===== config.mk =====
export PLATFORM = sky130hd
export DESIGN_NAME = tdm_demux_8ch
export DESIGN_NICKNAME = d
export VERILOG_FILES = /design/src/rtl/tdm_demux_8ch.sv
export SDC_FILE = /design/constraint.sdc
export NUM_CORES = 1
export LEC_CHECK = 0
export ABC_AREA = 1
export CAP_MARGIN = 20
export CELL_PAD_IN_SITES_DETAIL_PLACEMENT = 0
export CELL_PAD_IN_SITES_GLOBAL_PLACEMENT = 1
export CORE_MARGIN = 5
export CORE_UTILIZATION = 38
export CTS_CLUSTER_DIAMETER = 100
export DETAILED_ROUTE_END_ITERATION = 6
export MAX_ROUTING_LAYER = met4
export PLACE_DENSITY_LB_ADDON = 0.1
export RECOVER_POWER = 25
export SETUP_SLACK_MARGIN = 0.02
export SKIP_CTS_REPAIR_TIMING = 1
export SLEW_MARGIN = 20
export SYNTH_ARGS = -nofsm -noshare
export SYNTH_HDL_FRONTEND = slang
export SYNTH_SLANG_ARGS = --single-unit

===== constraint.sdc =====
create_clock -name CLK -period 2.31 [get_ports CLK]
set_input_delay 0.462 -clock CLK [delete_from_list [all_inputs] [get_ports CLK]]
set_output_delay 0.462 -clock CLK [all_outputs]
set_load 0.03 [all_outputs]

===== src/rtl/tdm_demux_8ch.sv =====
// TDM receive demultiplexer: de-interleaves an 8-slot serial stream into
// eight registered channel outputs, updated atomically once per frame.
module tdm_demux_8ch #(
    parameter int W        = 1,
    parameter bit FLYWHEEL = 1'b1
) (
    input  logic         CLK,
    input  logic         RST_N,
    input  logic         EN,
    input  logic [W-1:0] Q,
    input  logic         SYNC,
    output logic [2:0]   A,
    output logic [W-1:0] D0,
    output logic [W-1:0] D1,
    output logic [W-1:0] D2,
    output logic [W-1:0] D3,
    output logic [W-1:0] D4,
    output logic [W-1:0] D5,
    output logic [W-1:0] D6,
    output logic [W-1:0] D7,
    output logic         FRAME_VALID,
    output logic         SYNC_ERR
);

    typedef enum logic {IDLE, RUN} state_t;

    state_t            state, state_d;
    logic [2:0]        a_d;
    logic [7:0][W-1:0] shadow, dout;
    logic              shadow_we, dout_we, fv_d, se_d;
    logic [2:0]        shadow_idx;

    always_comb begin
        state_d    = state;
        a_d        = A;
        shadow_we  = 1'b0;
        shadow_idx = A;
        dout_we    = 1'b0;
        fv_d       = 1'b0;
        se_d       = 1'b0;
        if (EN) begin
            state_d = IDLE;
            a_d     = 3'd0;
        end else begin
            case (state)
                IDLE: begin
                    a_d = 3'd0;
                    if (SYNC) begin
                        shadow_we  = 1'b1;
                        shadow_idx = 3'd0;
                        a_d        = 3'd1;
                        state_d    = RUN;
                    end
                end
                RUN: begin
                    if (SYNC) begin
                        // SYNC anywhere but slot 0 restarts the frame, dropping the partial one
                        se_d       = (A != 3'd0);
                        shadow_we  = 1'b1;
                        shadow_idx = 3'd0;
                        a_d        = 3'd1;
                    end else if (A == 3'd0) begin
                        if (FLYWHEEL) begin
                            shadow_we  = 1'b1;
                            shadow_idx = 3'd0;
                            a_d        = 3'd1;
                        end else begin
                            se_d    = 1'b1;
                            state_d = IDLE;
                            a_d     = 3'd0;
                        end
                    end else if (A == 3'd7) begin
                        dout_we = 1'b1;
                        fv_d    = 1'b1;
                        a_d     = 3'd0;
                    end else begin
                        shadow_we = 1'b1;
                        a_d       = A + 3'd1;
                    end
                end
                default: state_d = IDLE;
            endcase
        end
    end

    always_ff @(posedge CLK) begin
        if (!RST_N) begin
            state       <= IDLE;
            A           <= 3'd0;
            shadow      <= '0;
            dout        <= '0;
            FRAME_VALID <= 1'b0;
            SYNC_ERR    <= 1'b0;
        end else begin
            state       <= state_d;
            A           <= a_d;
            FRAME_VALID <= fv_d;
            SYNC_ERR    <= se_d;
            if (shadow_we)
                shadow[shadow_idx] <= Q;
            // Slot 7 bypasses the shadow so the frame lands one cycle after its last sample
            if (dout_we)
                dout <= {Q, shadow[6:0]};
        end
    end

    assign D0 = dout[0];
    assign D1 = dout[1];
    assign D2 = dout[2];
    assign D3 = dout[3];
    assign D4 = dout[4];
    assign D5 = dout[5];
    assign D6 = dout[6];
    assign D7 = dout[7];

endmodule


=== Yosys cells after proc, flatten, opt, wreduce, memory -nomap -nowiden ===
Index checks and enable logic that the tools add are counted.
W data, S select, Z words.

* Reductions and logical operators: 5
* Magnitude comparators: 2
* Mux-type cells: 25
* Equal/unequal tests: 1
* Add/sub/neg operators: 1
* Bitwise operators: 3

{| class="wikitable"
|+ Operators by type and width
! kind !! number
|-
| $mux W3 || 7
|-
| $mux W1 || 12
|-
| $pmux W3 S2 || 2
|-
| $bwmux W8 || 1
|-
| $lt A3 B4 Y1 const B || 1
|-
| $pmux W1 S2 || 2
|-
| $reduce_or A4 Y1 || 1
|-
| $add A3 B1 Y3 const B || 1
|-
| $demux W1 S3 || 1
|-
| $eq A3 B3 Y1 const B || 1
|-
| $ge A3 B1 Y1 const B || 1
|-
| $logic_not A3 Y1 || 1
|-
| $not A1 Y1 || 3
|-
| $reduce_bool A3 Y1 || 1
|-
| $reduce_or A2 Y1 || 1
|-
| $logic_and A1 B1 Y1 || 1
|}

* Bits in registers: 22
* Output and inout port bits: 13

=== Longest topological paths before layout ===
Gate-level depths: netlist of run 1.

* Depth in word-level cells: 10
* Gate-level depth with buffers: 10
* Depth with buffers taken out: 10

=== Worst setup path after synthesis of run 1 ===
OpenSTA, ideal clock, no wires.

* Path kind: register to register
* Start: register A[1]
* End: register dout (netlist bit D0)
* Buffers on the path: 1
* Slack: 738 ps
* Library setup time: 70 ps
* Stages on the path, launching flop included: 8
* Data required time: 2240 ps
* Arrival time: 1502 ps
* Cell sequence: dfxtp_1 > ha_1 > ha_1 > nand2_2 > nor2_1 > buf_4 > o21ai_0 > a21oi_1

* Word-level cells in the longest chain between the ends: 6
* Elaborated cells between the ends (all ways): 7
* Those cells by class: 1 x eq/ne; 5 x mux; 1 x reduce/logical

{| class="wikitable"
|+ Ends and longest elaborated chain
! element !! RTL line !! source
|-
| start: declaration || 12 || <nowiki>output logic [2:0] A,</nowiki>
|-
| start signal: assignment || 89 || <nowiki>A <= 3'd0;</nowiki>
|-
| start signal: assignment || 96 || <nowiki>A <= a_d;</nowiki>
|-
| $eq A3 B3 Y1 || 72 || <nowiki>end else if (A == 3'd7) begin</nowiki>
|-
| $mux W1 || 72 ||
|-
| $mux W1 * || - ||
|-
| $mux W1 * || 56 || <nowiki>if (SYNC) begin</nowiki>
|-
| $mux W1 * (2 in a row) || - ||
|-
| end signal: assignment || 103 || <nowiki>dout <= {Q, shadow[6:0]};</nowiki>
|-
| end: declaration || 29 || <nowiki>logic [7:0][W-1:0] shadow, dout;</nowiki>
|}

Every way passes the cells marked *; elsewhere a longest branch is shown, timed or not.
A chain may end at the register's enable or synchronous reset.

=== Final worst setup path of run 1 ===
* Start: register A[1]
* End: output A[1]

No word-level cell between the ends.

==> results of run 1 <==
[metrics by stage]
stage	utilization [%]	hold slack (ns)	power, mW	std cells
6_report	47.6	0.468	0.590	177
5_1_grt	47.6	0.480	0.623	177
4_1_cts	48.1	0.469	0.603	177
3_5_place_dp	47.0	0.446	0.423	173
3_3_place_gp	47.0	0.445	0.423	173
2_1_floorplan	-	0.429	0.406	126
[layout by cell type (no fill, tap or decap), types with 2 or more instances in the layout]
master,n
nor2_2,3
ha_1,3
dfxtp_1,21
inv_1,15
nand2_2,3
nor2_1,30
clkdlybuf4s50_1,16
nand3_1,6
a21oi_1,7
nand4_1,2
clkbuf_4,3
nand2_1,20
o21ai_0,9
[kinds of logic after synthesis]
| family | Yosys count |
|---|---|
| simple gates | 67 |
| flops | 21 |
| buf+inv | 18 |
| compound gates | 17 |
| fa+ha+maj | 3 |
[power breakdown]
part,total (mW),leakage [nW],switching [mW],internal (mW)
logic,0.0450,0.338,0.0280,0.0171
clock network,0.178,0.0177,0.113,0.0647
registers,0.368,0.170,0.00195,0.366
[area by class of cell]
class / instances / area, µm² / share of cell area, %
flip-flops and latches: 21 / 420 / 36.7
multi-input cells: 87 / 419 / 36.6
repair buffers: 19 / 181 / 15.8
inverters: 16 / 60.1 / 5.24
well taps: 30 / 37.5 / 3.28
clock buffers: 3 / 22.5 / 1.97
clock inverters: 1 / 5.00 / 0.437
[worst paths after layout]
kind / end / slack [ns] / depth (start not counted)
worst max-delay path: A[1] / 0.36 / 1
worst min register to register: D0 / 0.47 / 2
worst min-delay path: D0 / 0.47 / 2
worst max register to register: D7 / 0.57 / 7
[layer usage]
metal | vias to the layer above | track usage, %
met4 | 0 | 6.65
met2 | 9 | 18.7
li1 | 439 | -
met3 | 2 | 2.83
met5 | - | -
met1 | 357 | 15.4
==> flow_summary.ini, run 1 <==
[synthesis]
syn-cell-area_um2 = 931
synth_commonest_cells = nor2_1 (29), dfxtp_1 (21), nand2_1 (19)
synth_area_leader_cell = dfxtp_1
synth_compound_area_share_pct = 9.41
synth-adder-area-share_pct = 4.03
synthSimpleGateAreaFrac_pct = 32.7
synth_top_family_by_area = simple AND/OR/NAND/NOR gates
synth_nets = 134
netlist.area_leader.share_pct = 45.2
async_flop_share_pct = 0
synth-xor-area-share_pct = 0
ys_seq_area_share_pct = 45.2
ys_types = 19
netlist_instances = 126
synth_ff_type = dfxtp_1
synth_warnings = 0
muxShareOfSynthArea_pct = 0
synth_edf_count = 0
syn_area_per_cell_um2 = 7.39
synth.area.top_cells = dfxtp_1 (45%), nor2_1 (12%), nand2_1 (7.7%)
yosysMostFrequentCell = nor2_1
ys_ff_latch = 21

[timing]
relSlewSlack_pct = 70.5
clock.fmax_ghz = 0.514
rsz0062_at_grt = false
setup_ws_ns = 0.364
finClkSkew_ns = 0.00744
fin_tns_setup_ns = 0
post-route-min-period_ns = 1.95
setup_viol = 0
hold_viol = 0
worstMarginPinSlew_ns = 0.442
period_share_pct = 84.2
maxSlewViolCount = 0

[routing]
avgRoutedWirePerCell_um = 10.8
dr_total_vias = 807
dr_wl_met3_um = 65
ant_nets = 0
top_layer = met4
drc = 0
routed_wl_um = 1910
met1Wirelength_um = 967
vias_per_cell = 4.56
wl_met2_um = 864
drtIter0Drc = 12
drtPass1Iterations = 4

[floorplan]
fp.dieW_um = 59.5
row_count = 18
start_util_pct = 38.6
ios = 18
dieArea_um2 = 3540
die_y_um = 59.5
core-area_um2 = 2410

[grt]
grt_max_degree = 14
grt_pass1_vias = 708
antenna_found_initial = 0
gr-total-overflow = 0
grt_first_pass_wirelength_um = 3190
track_usage_pct = 12.5

[clocking]
cts_buffers = 3
cts-root-buf = clkbuf_4
htreeDepth = 1
ctsLongestPathBuffers = 2
cts_sinks = 21
clk_pin_slew_ns = 0.12
cts_tree = done
clock_latency_ns = 0.31

[power]
vdd_drop_max_uv = 303
power_density_nw_per_um2 = 515
p_leak_nw = 0.526

[place]
postPlaceCellArea_um2 = 1130
post-place-ws_ns = 0.489
dp_hpwl_um = 1460
io_buffers = 17
gp_congestion = 0.834

[worst_setup_path]
path_max_fanout = 5
start_kind = register
slowest_delay_ns = 0.72
crit_path_start = A[1]
worst_path_max_delay_cell = clkdlybuf4s50_1
path_cells = clkdlybuf4s50_1
cp.required_ns = 1.85
r2r_start = A[1]
crit_family = buffers and inverters
end_kind = output port
cp_data_arrival_time_ns = 1.48
path_class = register to output port
cp_num_buf_inv = 1

[finish]
largest_reg_flops = 7
n_fill_cell = 248
final_nets = 156
drive_gt1_share_pct = 9.52
postLayoutCellArea_um2 = 1150
syn_to_final_growth_pct = 23.1
n_antenna_cell = 0
top_register = shadow
top_regs = shadow (7), A (3)

[run_status]
status = finished clean

[flow_run]
drv_cap = 0

[hold_path]
hold_path_class = register to register
hp-start = shadow[0]
Note: power is estimated with default switching activity, not from simulation.
==> run 2, diff against run 1 <==
- CORE_ASPECT_RATIO: default -> 0.5
- CORE_UTILIZATION: 38 -> 35
- clock period: 2.31 -> 2 ns (I/O delays scaled with it)
==> run 2 against run 1 <==
  * Clock skew fell by 0.0035 ns
  * Critical endpoint unchanged
  * Critical path depth did not move
  * Combinational power up 20%
  * Routed wire length is 6.7% higher
  * Final area increased by 2.9%
  * Via count shrank 2.4%
  * Clock power grew 56%
  * Worst hold slack got worse by 0.010 ns
  * Highest routed layer unchanged
  * Non-clock buffer count unchanged
  * Cell count rose by 4.0%
==> flow_summary.ini, run 2 (synthesized netlist as in run 1, its figures left out) <==
[grt]
antenna_found_initial = 0
grt_pass1_vias = 746
grt_first_pass_wirelength_um = 3460
track_usage_pct = 12.2
gr-total-overflow = 0
grt_max_degree = 16

[timing]
period_share_pct = 91.7
post-route-min-period_ns = 1.83
rsz0062_at_grt = false
finClkSkew_ns = 0.00392
timing.hold.ws_ns = 0.458
clock.fmax_ghz = 0.546
fin_tns_setup_ns = 0
hold_viol = 0
setup_viol = 0
worstMarginPinSlew_ns = 0.311
relSlewSlack_pct = 79.2
maxSlewViolCount = 0

[finish]
final_nets = 156
n_antenna_cell = 0
layout_commonest_cell = nor2_1
top_register = shadow
syn_to_final_growth_pct = 26.7
layout_common_cells = nor2_1 (30), dfxtp_1 (21), nand2_1 (21), clkdlybuf4s50_1 (16), inv_1 (15)
drive_gt1_share_pct = 9.52
n_fill_cell = 281
largest_reg_flops = 7
multi_input_area_um2 = 422
top_regs = shadow (7), A (3)
seqCellArea_um2 = 420

[clocking]
cts_tree = done
cts_sinks = 21
clock_latency_ns = 0.26
cts-root-buf = clkbuf_8
ctsLongestPathBuffers = 2
cts_buffers = 3
htreeDepth = 1
clk_pin_slew_ns = 0.08

[floorplan]
fp.dieW_um = 82.9
core-area_um2 = 2570
ios = 18
start_util_pct = 36.2
row_count = 13
die_y_um = 46.5
dieArea_um2 = 3850

[power]
sw_frac_of_total_pct = 23.1
intPower_uw = 580
p_leak_nw = 0.538
power_frac_clock_pct = 36.7
vdd_drop_max_uv = 287
power_density_nw_per_um2 = 640
switchingPower_uw = 175
seqPwrFrac_pct = 56.2
p_comb_share_pct = 7.1

[routing]
drc = 0
ant_nets = 0
vias_per_cell = 4.28
routed_wl_um = 2040
drtPass1Iterations = 4
drtIter0Drc = 36
dr_total_vias = 788
avgRoutedWirePerCell_um = 11.1

[worst_setup_path]
path_max_fanout = 5
slowest_delay_ns = 0.72
cp.required_ns = 1.60
end_kind = output port
worst_path_max_delay_cell = clkdlybuf4s50_1
cp_data_arrival_time_ns = 1.43
crit_family = buffers and inverters
start_kind = register
path_cells = clkdlybuf4s50_1
cp_num_buf_inv = 1
path_class = register to output port

[run_status]
status = finished clean

[place]
dp_hpwl_um = 1470
gp_congestion = 0.782
io_buffers = 17

[hold_path]
hold_path_class = register to register

[flow_run]
drv_cap = 0
==> run 2: cell count changes in the layout (fill, tap and decap cells not counted), sizes merged <==
cell | previous run | this run
clkbuf | 4 | 3
buf | 1 | 2
==> run 2: metrics by stage <==
| stage | worst slack [ns] | total power, mW | utilization [%] | instance area (µm²) | cells |
|---|---|---|---|---|---|
| floorplan | 0.428 | 0.469 | - | 931 | 126 |
| global placement | 0.223 | 0.489 | 44.4 | 1140 | 180 |
| detailed placement | 0.219 | 0.489 | 44.4 | 1140 | 180 |
| CTS | 0.138 | 0.776 | 46.2 | 1190 | 184 |
| global route | 0.0696 | 0.801 | 45.9 | 1180 | 184 |
| finish | 0.167 | 0.755 | 45.9 | 1180 | 184 |
==> run 2: layer usage <==
| layer | global-route usage [%] | wire [µm] | up-vias |
|---|---|---|---|
| met3 | 4.46 | 107 | 2 |
| met2 | 18.0 | 785 | 15 |
| met4 | 4.89 | 17 | 0 |
| li1 | - | - | 433 |
| met5 | - | 0 | - |
| met1 | 15.4 | 1130 | 338 |
==> run 2: final cells by class <==
| cell class | count | share of cell area (%) |
|---|---|---|
| clock buffers | 3 | 3.50 |
| clock inverters | 1 | 0.424 |
| inverters | 16 | 5.09 |
| multi-input cells | 87 | 35.7 |
| flip-flops and latches | 21 | 35.6 |
| well taps | 37 | 3.92 |
| repair buffers | 19 | 15.7 |
==> run 2: final timing paths <==
check	start	endpoint	slack [ns]	cells after the start
worst max register to register	A[1]	shadow[2]	0.44	10
worst max-delay path	A[1]	A[1]	0.17	1
worst min register to register	shadow[1]	D1	0.46	2
worst min-delay path	shadow[1]	D1	0.46	2
==> run 2: power by group through the flow <==
stage	logic, mW	clock network (mW)	registers [mW]
global route	0.0599	0.316	0.425
floorplan	0.0334	0	0.436
global placement	0.0554	0	0.434
detailed placement	0.0554	0	0.434
finish	0.0538	0.277	0.424
CTS	0.0558	0.296	0.424
